$ cat config.mk
export PLATFORM = sky130hd
export DESIGN_NAME = light_timer_unit
export DESIGN_NICKNAME = d
export VERILOG_FILES = /design/src/rtl/traffic_timer_pkg.sv /design/src/rtl/interval_timer.sv /design/src/rtl/light_timer_unit.sv
export SDC_FILE = /design/constraint.sdc
export NUM_CORES = 1
export LEC_CHECK = 0
export BUFFER_PORTS_ARGS = -buffer_cell sky130_fd_sc_hd__buf_4
export CORE_MARGIN = 3
export CORE_UTILIZATION = 50
export CTS_CLUSTER_DIAMETER = 150
export DETAILED_ROUTE_END_ITERATION = 6
export PLACE_DENSITY = 0.69
export SETUP_SLACK_MARGIN = 0.2
export SLEW_MARGIN = 20
export SYNTH_ARGS = -nofsm -noshare
export SYNTH_HDL_FRONTEND = slang
export SYNTH_SLANG_ARGS = --single-unit
$ cat constraint.sdc
create_clock -name clock -period 3.02 [get_ports clock]
set_input_delay 0 -clock clock [delete_from_list [all_inputs] [get_ports clock]]
set_output_delay 0 -clock clock [all_outputs]
set_load 0.01 [all_outputs]
$ cat src/rtl/traffic_timer_pkg.sv
// Shared constants and width helper for the intersection timing blocks.
package traffic_timer_pkg;

   localparam int CLK_HZ          = 50_000_000;
   localparam int YELLOW_SECS_DEF = 3;
   localparam int GREEN_SECS_DEF  = 10;
   localparam int DELAY_SECS_DEF  = 5;

   // Bits needed to hold values 0..n-1, never less than one bit.
   function automatic int cnt_width(input int n);
      int w;
      w = $clog2(n);
      return (w < 1) ? 1 : w;
   endfunction

endpackage

$ cat src/rtl/interval_timer.sv
// One timing channel: a seconds prescaler feeding a saturating seconds
// counter. done is a registered level that rises on the edge completing
// TARGET*TICK_DIV enabled cycles after clr, and holds until clr or reset.
module interval_timer
   import traffic_timer_pkg::*;
#(
   parameter int TICK_DIV = CLK_HZ,
   parameter int TARGET   = 1
) (
   input  logic clock,
   input  logic reset,
   input  logic en,
   input  logic clr,
   output logic done
);

   localparam int PW = cnt_width(TICK_DIV);
   localparam int SW = cnt_width(TARGET + 1);
   localparam logic [PW-1:0] PRE_LAST  = PW'(TICK_DIV - 1);
   localparam logic [SW-1:0] SECS_LAST = SW'(TARGET - 1);

   generate
      if (TICK_DIV < 1) begin : g_bad_div
         $fatal(1, "interval_timer: TICK_DIV must be >= 1");
      end
      if (TARGET < 1) begin : g_bad_target
         $fatal(1, "interval_timer: TARGET must be >= 1");
      end
   endgenerate

   logic [PW-1:0] pre;
   logic [SW-1:0] secs;

   // Clear beats advance; once done the channel ignores en so secs never
   // runs past TARGET. With TICK_DIV == 1 pre stays at 0 and every enabled
   // cycle is a whole second.
   always_ff @(posedge clock) begin
      if (reset) begin
         pre  <= '0;
         secs <= '0;
         done <= 1'b0;
      end else if (clr) begin
         pre  <= '0;
         secs <= '0;
         done <= 1'b0;
      end else if (en && !done) begin
         if (pre == PRE_LAST) begin
            pre  <= '0;
            secs <= secs + SW'(1);
            if (secs == SECS_LAST) begin
               done <= 1'b1;
            end
         end else begin
            pre <= pre + PW'(1);
         end
      end
   end

endmodule

$ cat src/rtl/light_timer_unit.sv
// Timing responder for the intersection controller: three independent
// interval channels (yellow, green/ped max, five-second delay) whose
// registered completion levels are returned to the controller FSM.
module light_timer_unit
   import traffic_timer_pkg::*;
#(
   parameter int TICK_DIV    = CLK_HZ,
   parameter int YELLOW_SECS = YELLOW_SECS_DEF,
   parameter int GREEN_SECS  = GREEN_SECS_DEF,
   parameter int DELAY_SECS  = DELAY_SECS_DEF
) (
   input  logic clock,
   input  logic reset,
   input  logic yellow_en,
   input  logic yellow_clr,
   input  logic stop_en,
   input  logic stop_clr,
   input  logic five_en,
   input  logic five_clr,
   output logic stop_yellow,
   output logic stop_ped,
   output logic stop_five
);

   generate
      if (TICK_DIV < 1 || YELLOW_SECS < 1 || GREEN_SECS < 1 || DELAY_SECS < 1) begin : g_bad_param
         $fatal(1, "light_timer_unit: TICK_DIV and all *_SECS must be >= 1");
      end
   endgenerate

   interval_timer #(.TICK_DIV(TICK_DIV), .TARGET(YELLOW_SECS)) u_yellow (
      .clock (clock),
      .reset (reset),
      .en    (yellow_en),
      .clr   (yellow_clr),
      .done  (stop_yellow)
   );

   interval_timer #(.TICK_DIV(TICK_DIV), .TARGET(GREEN_SECS)) u_green (
      .clock (clock),
      .reset (reset),
      .en    (stop_en),
      .clr   (stop_clr),
      .done  (stop_ped)
   );

   interval_timer #(.TICK_DIV(TICK_DIV), .TARGET(DELAY_SECS)) u_delay (
      .clock (clock),
      .reset (reset),
      .en    (five_en),
      .clr   (five_clr),
      .done  (stop_five)
   );

endmodule

==> results.md, run 1 <==
* Die area at ~0.011 mm²
* Post-Syn Area per Cell at between 8 and 9 µm²
* Core area at around 0.009 mm²
* RSZ-0062 raised after global routing: no
* CP top delay family: simple AND/OR/NAND/NOR gates
* Status: finished, final reports clean
* Post-Syn Instances at 550
* Final GP Congestion at between 0.8 and 0.9
* Area grow syn2layout at 8.03%
* Row Count at 34
* Drt total wl at a little under 10 mm
* Cell variety after synth at 55
* Post-synth EDFFs at 0
* Leakage Power at roughly 0.0015 µW
* Initial DRC Count at approximately 190
* Vias per cell at a little over 6
* Hold WS at 0.148 ns
* Vias in the first global route at 3793
* DRT Pass-1 Iters at 5
* Synthesized Nets at 569
* Synth Warn # at 0
* Clock-pin slew of the registers on the worst-case setup and hold paths at 0.09 ns
* H-tree levels at 3
* HP Class: in -> reg
* Via Count at between 4000 and 5000
* Sum of buffers and inverters on the critical path at 0
* Maximum vdd drop at 196 µV
* Clock tree from TritonCTS: built
* Slowest stage cell, crit path: o31ai_4
* CP max stage delay at around 0.77 ns
* Worst Setup Start Kind: flop
* Layout Skew at roughly 0.012 ns
* Final nets at roughly 580
* Starting Density at around 53%
* Diode count at 0
* Root Buffer: clkbuf_8
* Sequential fraction of the synthesis area at a little under 40%
* Buffers on Ports at 10
* Top-Level Pins at 11
* Slew headroom at a little under half
* Top FF cell, synth: dfxtp_1
* Min Clock Period, post-route at approximately 2.3 ns
* Yosys reg bits at 90
* Clock Latency Late Sink at 0.36 ns
* # setup viols final at 0
* Final ANT Viol Nets at 0
* Critical-path cell list: ha_1, nand3b_1, or3_1, o31ai_4, nor2_1
* Cell Area, Synth at 0.00468 mm²
* Leading area contributor after synthesis: dfxtp_1
* First-pass GRT wire length at between 15 and 20 mm
* Critical Path RT at 3.23 ns
* DR DRC count at 0
* Worst-margin pin slew at 0.799 ns
* GR Overflow Total at 0
* Global Route Usage Sum at just over 20%
* Worst setup EP type: flop
* Clock Sinks at 90
* Share of flip-flops with an asynchronous set or reset at 0%
* Pins Over Slew Limit at 0
* Most frequent cells after synthesis: 90 x dfxtp_1, 43 x a21oi_1, 42 x nand2_1, 42 x nor2_1, 31 x nand3_1
* Filler Cells Inserted at about 810
* Post-CTS Resized at 0
* Hpwl dp at between 7 and 8 mm
* Most frequent cell after synthesis: dfxtp_1
* Setup total negative slack at 0 ns
* Fmax at about 440 MHz
* Share of cells above drive strength 1 at 7.13%
* Period Utilization, post-route at approximately three quarters
* Worst Path Arrival at approximately 2.5 ns
* Largest net degree at the start of global routing at 25
* Pwr/cell area at just over 400 mW/mm²
* Max_cap viols at 0
* Die Wd at approximately 100 µm
* WL per Instance at about 15 µm
* Die H at around 100 µm
* Synth top area cells: dfxtp_1 39%, a21oi_1 4.6%, o31ai_1 4.0%
* CTS Buf Count at 9
* CP max FO at 19
* Clock Path Buffers at 2
* WS Path Type: reg -> reg
* Top-area cell type share of the netlist area at between 30% and 40%
* Setup Fix Bufs, Post-CTS at 0
* Hold buffers post-CTS at 6
* Initial antenna violation count at 0
* Final hold vios at 0
==> through the flow <==
| stage | cells | instance area (µm²) | setup slack, ns | total power, µW | util, % |
|---|---|---|---|---|---|
| after CTS | 669 | 5050 | 0.724 | 2060 | 56.8 |
| final | 669 | 5050 | 0.743 | 2030 | 56.8 |
| after floorplan | 550 | 4680 | 1.08 | 1260 | - |
| after detailed placement | 647 | 4800 | 0.733 | 1270 | 54.0 |
| after global placement | 647 | 4800 | 0.835 | 1270 | 54.0 |
| after global routing | 669 | 5050 | 0.536 | 2110 | 56.8 |
==> kinds of logic after synthesis <==
| logic type | after synthesis | synth area share, % |
|---|---|---|
| buffers and inverters | 36 | 3.18 |
| AND/OR/NAND/NOR | 270 | 33.9 |
| adder cells (fa/ha/maj) | 11 | 2.94 |
| AO/OA/AOI/OAI | 107 | 14.5 |
| flip-flops | 90 | 38.5 |
| XOR/XNOR | 29 | 5.43 |
| multiplexers | 7 | 1.50 |
==> layout by cell type, fill, tap and decap left out, types with 2 or more instances in the layout <==
master / instances
or4_1: 25
nor3_1: 4
xor2_1: 18
nand4_1: 26
a31oi_1: 2
and2_1: 13
nand3_1: 31
nor4_1: 9
or2_2: 3
o311ai_0: 2
inv_1: 13
nor2b_1: 3
and3_1: 9
clkinv_4: 3
or4b_1: 3
ha_1: 11
o31ai_1: 25
o21a_1: 2
buf_4: 12
dlygate4sd3_1: 6
o41ai_1: 4
nand2_1: 42
or3_1: 25
a21oi_1: 43
nor2_1: 42
nor4b_1: 4
o21ai_0: 19
clkbuf_8: 11
nand3b_1: 2
mux2i_1: 7
dfxtp_1: 90
xnor2_1: 11
nor4bb_1: 3
o221ai_1: 2
and4_1: 13
nand4b_1: 2
==> sequential cells by signal (all words and copies together) (netlist names) <==
signal / cells
u_yellow.pre: 26
u_delay.pre: 26
u_yellow.secs: 2
u_delay.done: 1
u_yellow.done: 1
u_delay.secs: 3
u_green.secs: 4
u_green.done: 1
u_green.pre: 26
==> layer usage <==
layer / wire (µm) / vias to the layer above / track usage (%)
li1: - / 2092 / -
met1: 4750 / 1937 / 26.7
met2: 4680 / 66 / 32.9
met3: 345 / 13 / 4.53
met4: 123 / 0 / 6.36
met5: 0 / - / 0
==> power breakdown <==
group | internal, µW | total, µW | switching, µW
registers | 1190 | 1190 | 3.47
logic | 24.5 | 60.3 | 35.8
clock network | 347 | 780 | 433
total | 1560 | 2030 | 472
==> worst paths after layout <==
| kind | startpoint | to | slack, ns | cells past startpoint |
|---|---|---|---|---|
| worst min register to register | u_yellow.secs[0] | u_yellow.secs[0] | 0.47 | 2 |
| worst max register to register | u_yellow.pre[0] | u_yellow.pre[4] | 0.74 | 5 |
| worst min-delay path | five_en | u_delay.pre[0] | 0.15 | 4 |
| worst max-delay path | u_yellow.pre[0] | u_yellow.pre[4] | 0.74 | 5 |
==> worst reg2reg max path, stage by stage (launching register included) <==
cell and delay [ns]:
dfxtp_1 0.42, ha_1 0.17, nand3b_1 0.14, or3_1 0.51, o31ai_4 0.77, nor2_1 0.14
==> final cells by class <==
| type | instances | area (µm²) | area share [%] |
|---|---|---|---|
| clock buffer | 11 | 151 | 3.00 |
| clock inverter | 5 | 38.8 | 0.768 |
| inverter | 13 | 48.8 | 0.966 |
| multi-input combinational | 424 | 2730 | 54.0 |
| sequential | 90 | 1800 | 35.7 |
| tap | 108 | 135 | 2.68 |
| timing repair buffer | 18 | 150 | 2.97 |
Power figures use the tool's default switching activity.
==> inputs of run 2 (changes only) <==
--- a/config.mk
+++ b/config.mk
@@ -10,7 +10,7 @@
 export CORE_UTILIZATION = 50
 export CTS_CLUSTER_DIAMETER = 150
 export DETAILED_ROUTE_END_ITERATION = 6
-export PLACE_DENSITY = 0.69
+export PLACE_DENSITY = 0.72
 export SETUP_SLACK_MARGIN = 0.2
 export SLEW_MARGIN = 20
 export SYNTH_ARGS = -nofsm -noshare
==> constraint.sdc (replaced) <==
create_clock -name clock -period 1.85 [get_ports clock]
set_input_delay 0 -clock clock [delete_from_list [all_inputs] [get_ports clock]]
set_output_delay 0 -clock clock [all_outputs]
set_load 0.01 [all_outputs]
==> results.md, run 2 (synthesis gave the netlist of run 1 again) <==
* Final ANT Viol Nets at 0
* Leakage Power at roughly 0.0021 µW
* Die H at around 100 µm
* Top flop regs: u_delay.pre x26, u_green.pre x26, u_yellow.pre x26
* Highest Signal Layer: met4
* Worst-margin pin slew at ~0.77 ns
* CP top delay family: simple AND/OR/NAND/NOR gates
* DRT Pass-1 Iters at 5
* Commonest non-fill, non-tap cells in the layout: 70 x buf_4, 44 x dfxtp_1, 40 x nand2_1
* Root Buffer: clkbuf_8
* Core area at 0.00889 mm²
* Initial DRC Count at 314
* Clock-pin slew of the registers on the worst-case setup and hold paths at ~0.10 ns
* Sum of buffers and inverters on the critical path at 1
* Via Count at ~4800
* Die Wd at between 100 and 150 µm
* Clock Latency Late Sink at 0.36 ns
* Power Total at roughly 3500 µW
* Final GP Congestion at about 0.89
* RSZ-0062 raised after global routing: yes
* Met3 wire length at 613 µm
* DR DRC count at 0
* CTS Buf Count at 9
* Seq pwr share at between 50% and 60%
* Filler Cells Inserted at about 600
* Drt total wl at 13.8 mm
* Die area at between 0.01 and 0.015 mm²
* Final hold vios at 0
* Footprint of the multi-input gates at about 0.0033 mm²
* Min Clock Period, post-route at about 1.9 ns
* CP max stage delay at 0.64 ns
* Slowest stage cell, crit path: or4b_4
* Most common cell after layout, fill and taps aside: buf_4
* Clock tree from TritonCTS: built
* Clock Sinks at 90
* Failing checks: negative setup slack
* Row Count at 34
* Placed cell count at about 690
* Final critical-path setup slack at -0.0288 ns
* First-pass GRT wire length at 20.0 mm
* Logic pwr share at 5.8%
* Worst Setup Start Kind: flop
* Pwr/cell area at 536 mW/mm²
* Sequential cell area at between 0.0015 and 0.002 mm²
* # setup viols final at 21
* Diode count at 0
* Global Route Usage Sum at about a quarter
* Wire length on met2 at approximately 7.2 mm
* Fmax at between 500 and 600 MHz
* Critical Path RT at between 2 and 2.5 ns
* Largest net degree at the start of global routing at 15
* Slew headroom at between 40% and 50%
* Starting Density at a little over half
* Period Utilization, post-route at 102%
* WL per Instance at between 15 and 20 µm
* Max_cap viols at 0
* Placement Setup Slack at -0.0632 ns
* Buffers on Ports at 10
* Vias in the first global route at about 4400
* Layout Skew at between 0.015 and 0.02 ns
* Clock Path Buffers at 2
* Worst setup EP type: flop
* Clock Power Share at 38.3%
* Area grow syn2layout at 38.1%
* Final cell count without fillers at around 750
* Net Switching at 809 µW
* WS Path Type: reg -> reg
* Worst Path Arrival at roughly 2.1 ns
* Status: finished with violations
* Initial antenna violation count at 0
* Switch share at 23.4%
* Pins Over Slew Limit at 0
* Vias per cell at approximately 6.4
* CP max FO at 11
* GR Overflow Total at 0
* Share of cells above drive strength 1 at approximately 40%
* H-tree levels at 3
* Maximum vdd drop at ~400 µV
* Routed length on met1 at roughly 5.8 mm
* Critical-path cell list: nand3_1, or4b_4, o21ai_4, buf_8, nor2_1
* HP Class: in -> reg
* Final nets at 655
* Top-Level Pins at 11
* Pint at roughly 2700 µW
* Hpwl dp at between 7 and 8 mm
==> run 2: power groups by stage <==
| stage | combinational, µW | clock (µW) | sequential [µW] |
|---|---|---|---|
| 2_1_floorplan | 67.2 | 0 | 1990 |
| 3_3_place_gp | 104 | 0 | 1990 |
| 6_report | 201 | 1330 | 1940 |
| 4_1_cts | 152 | 1330 | 1940 |
| 3_5_place_dp | 107 | 0 | 1990 |
| 5_1_grt | 213 | 1450 | 1940 |
==> run 2: what timing repair did <==
| action | 4_1_cts | 5_1_grt |
|---|---|---|
| gates cloned | 4 | 3 |
| pin swaps | 11 | 39 |
| gates resized for setup | 44 | 135 |
| hold buffers | 6 | 0 |
| endpoints found under the setup margin | 78 | 85 |
| setup buffers | 16 | 15 |
| endpoints found under the hold margin | 9 | 0 |
==> run 2: path summary, 6_finish.rpt <==
| kind | cells past startpoint | slack [ns] | to | startpoint |
|---|---|---|---|---|
| min reg2reg | 1 | 0.49 | u_delay.done | u_delay.done |
| min | 5 | 0.18 | u_delay.secs[1] | five_en |
| max reg2reg | 5 | -0.03 | u_green.pre[3] | u_green.pre[5] |
| max | 5 | -0.03 | u_green.pre[3] | u_green.pre[5] |
==> run 2: worst reg2reg max path: stages, from the launching register on <==
cell	delay [ns]
dfxtp_1	0.44
nand3_1	0.21
or4b_4	0.64
o21ai_4	0.21
buf_8	0.19
nor2_1	0.08
==> run 2: through the flow <==
stage	TNS, ns	instance area [µm²]	hold slack (ns)	util [%]
CTS	0	5800	0.145	65.2
global route	-1.66	6450	0.193	72.6
floorplan	0	4800	0.176	-
finish	-0.219	6450	0.185	72.6
global placement	-0.187	5210	0.279	58.6
detailed placement	-1.15	5210	0.289	58.6
==> run 2: area by class of cell <==
class,count,share of cell area [%]
flip-flops and latches,90,29.1
well taps,108,2.09
multi-input cells,426,50.9
inverters,13,0.756
clock inverters,4,0.833
repair buffers,96,14.3
clock buffers,11,2.04
==> run 2: routing by layer <==
layer	vias to the layer above	track usage [%]
met2	139	41.3
met5	-	0
li1	2254	-
met4	0	7.16
met1	2403	29.0
met3	21	4.13
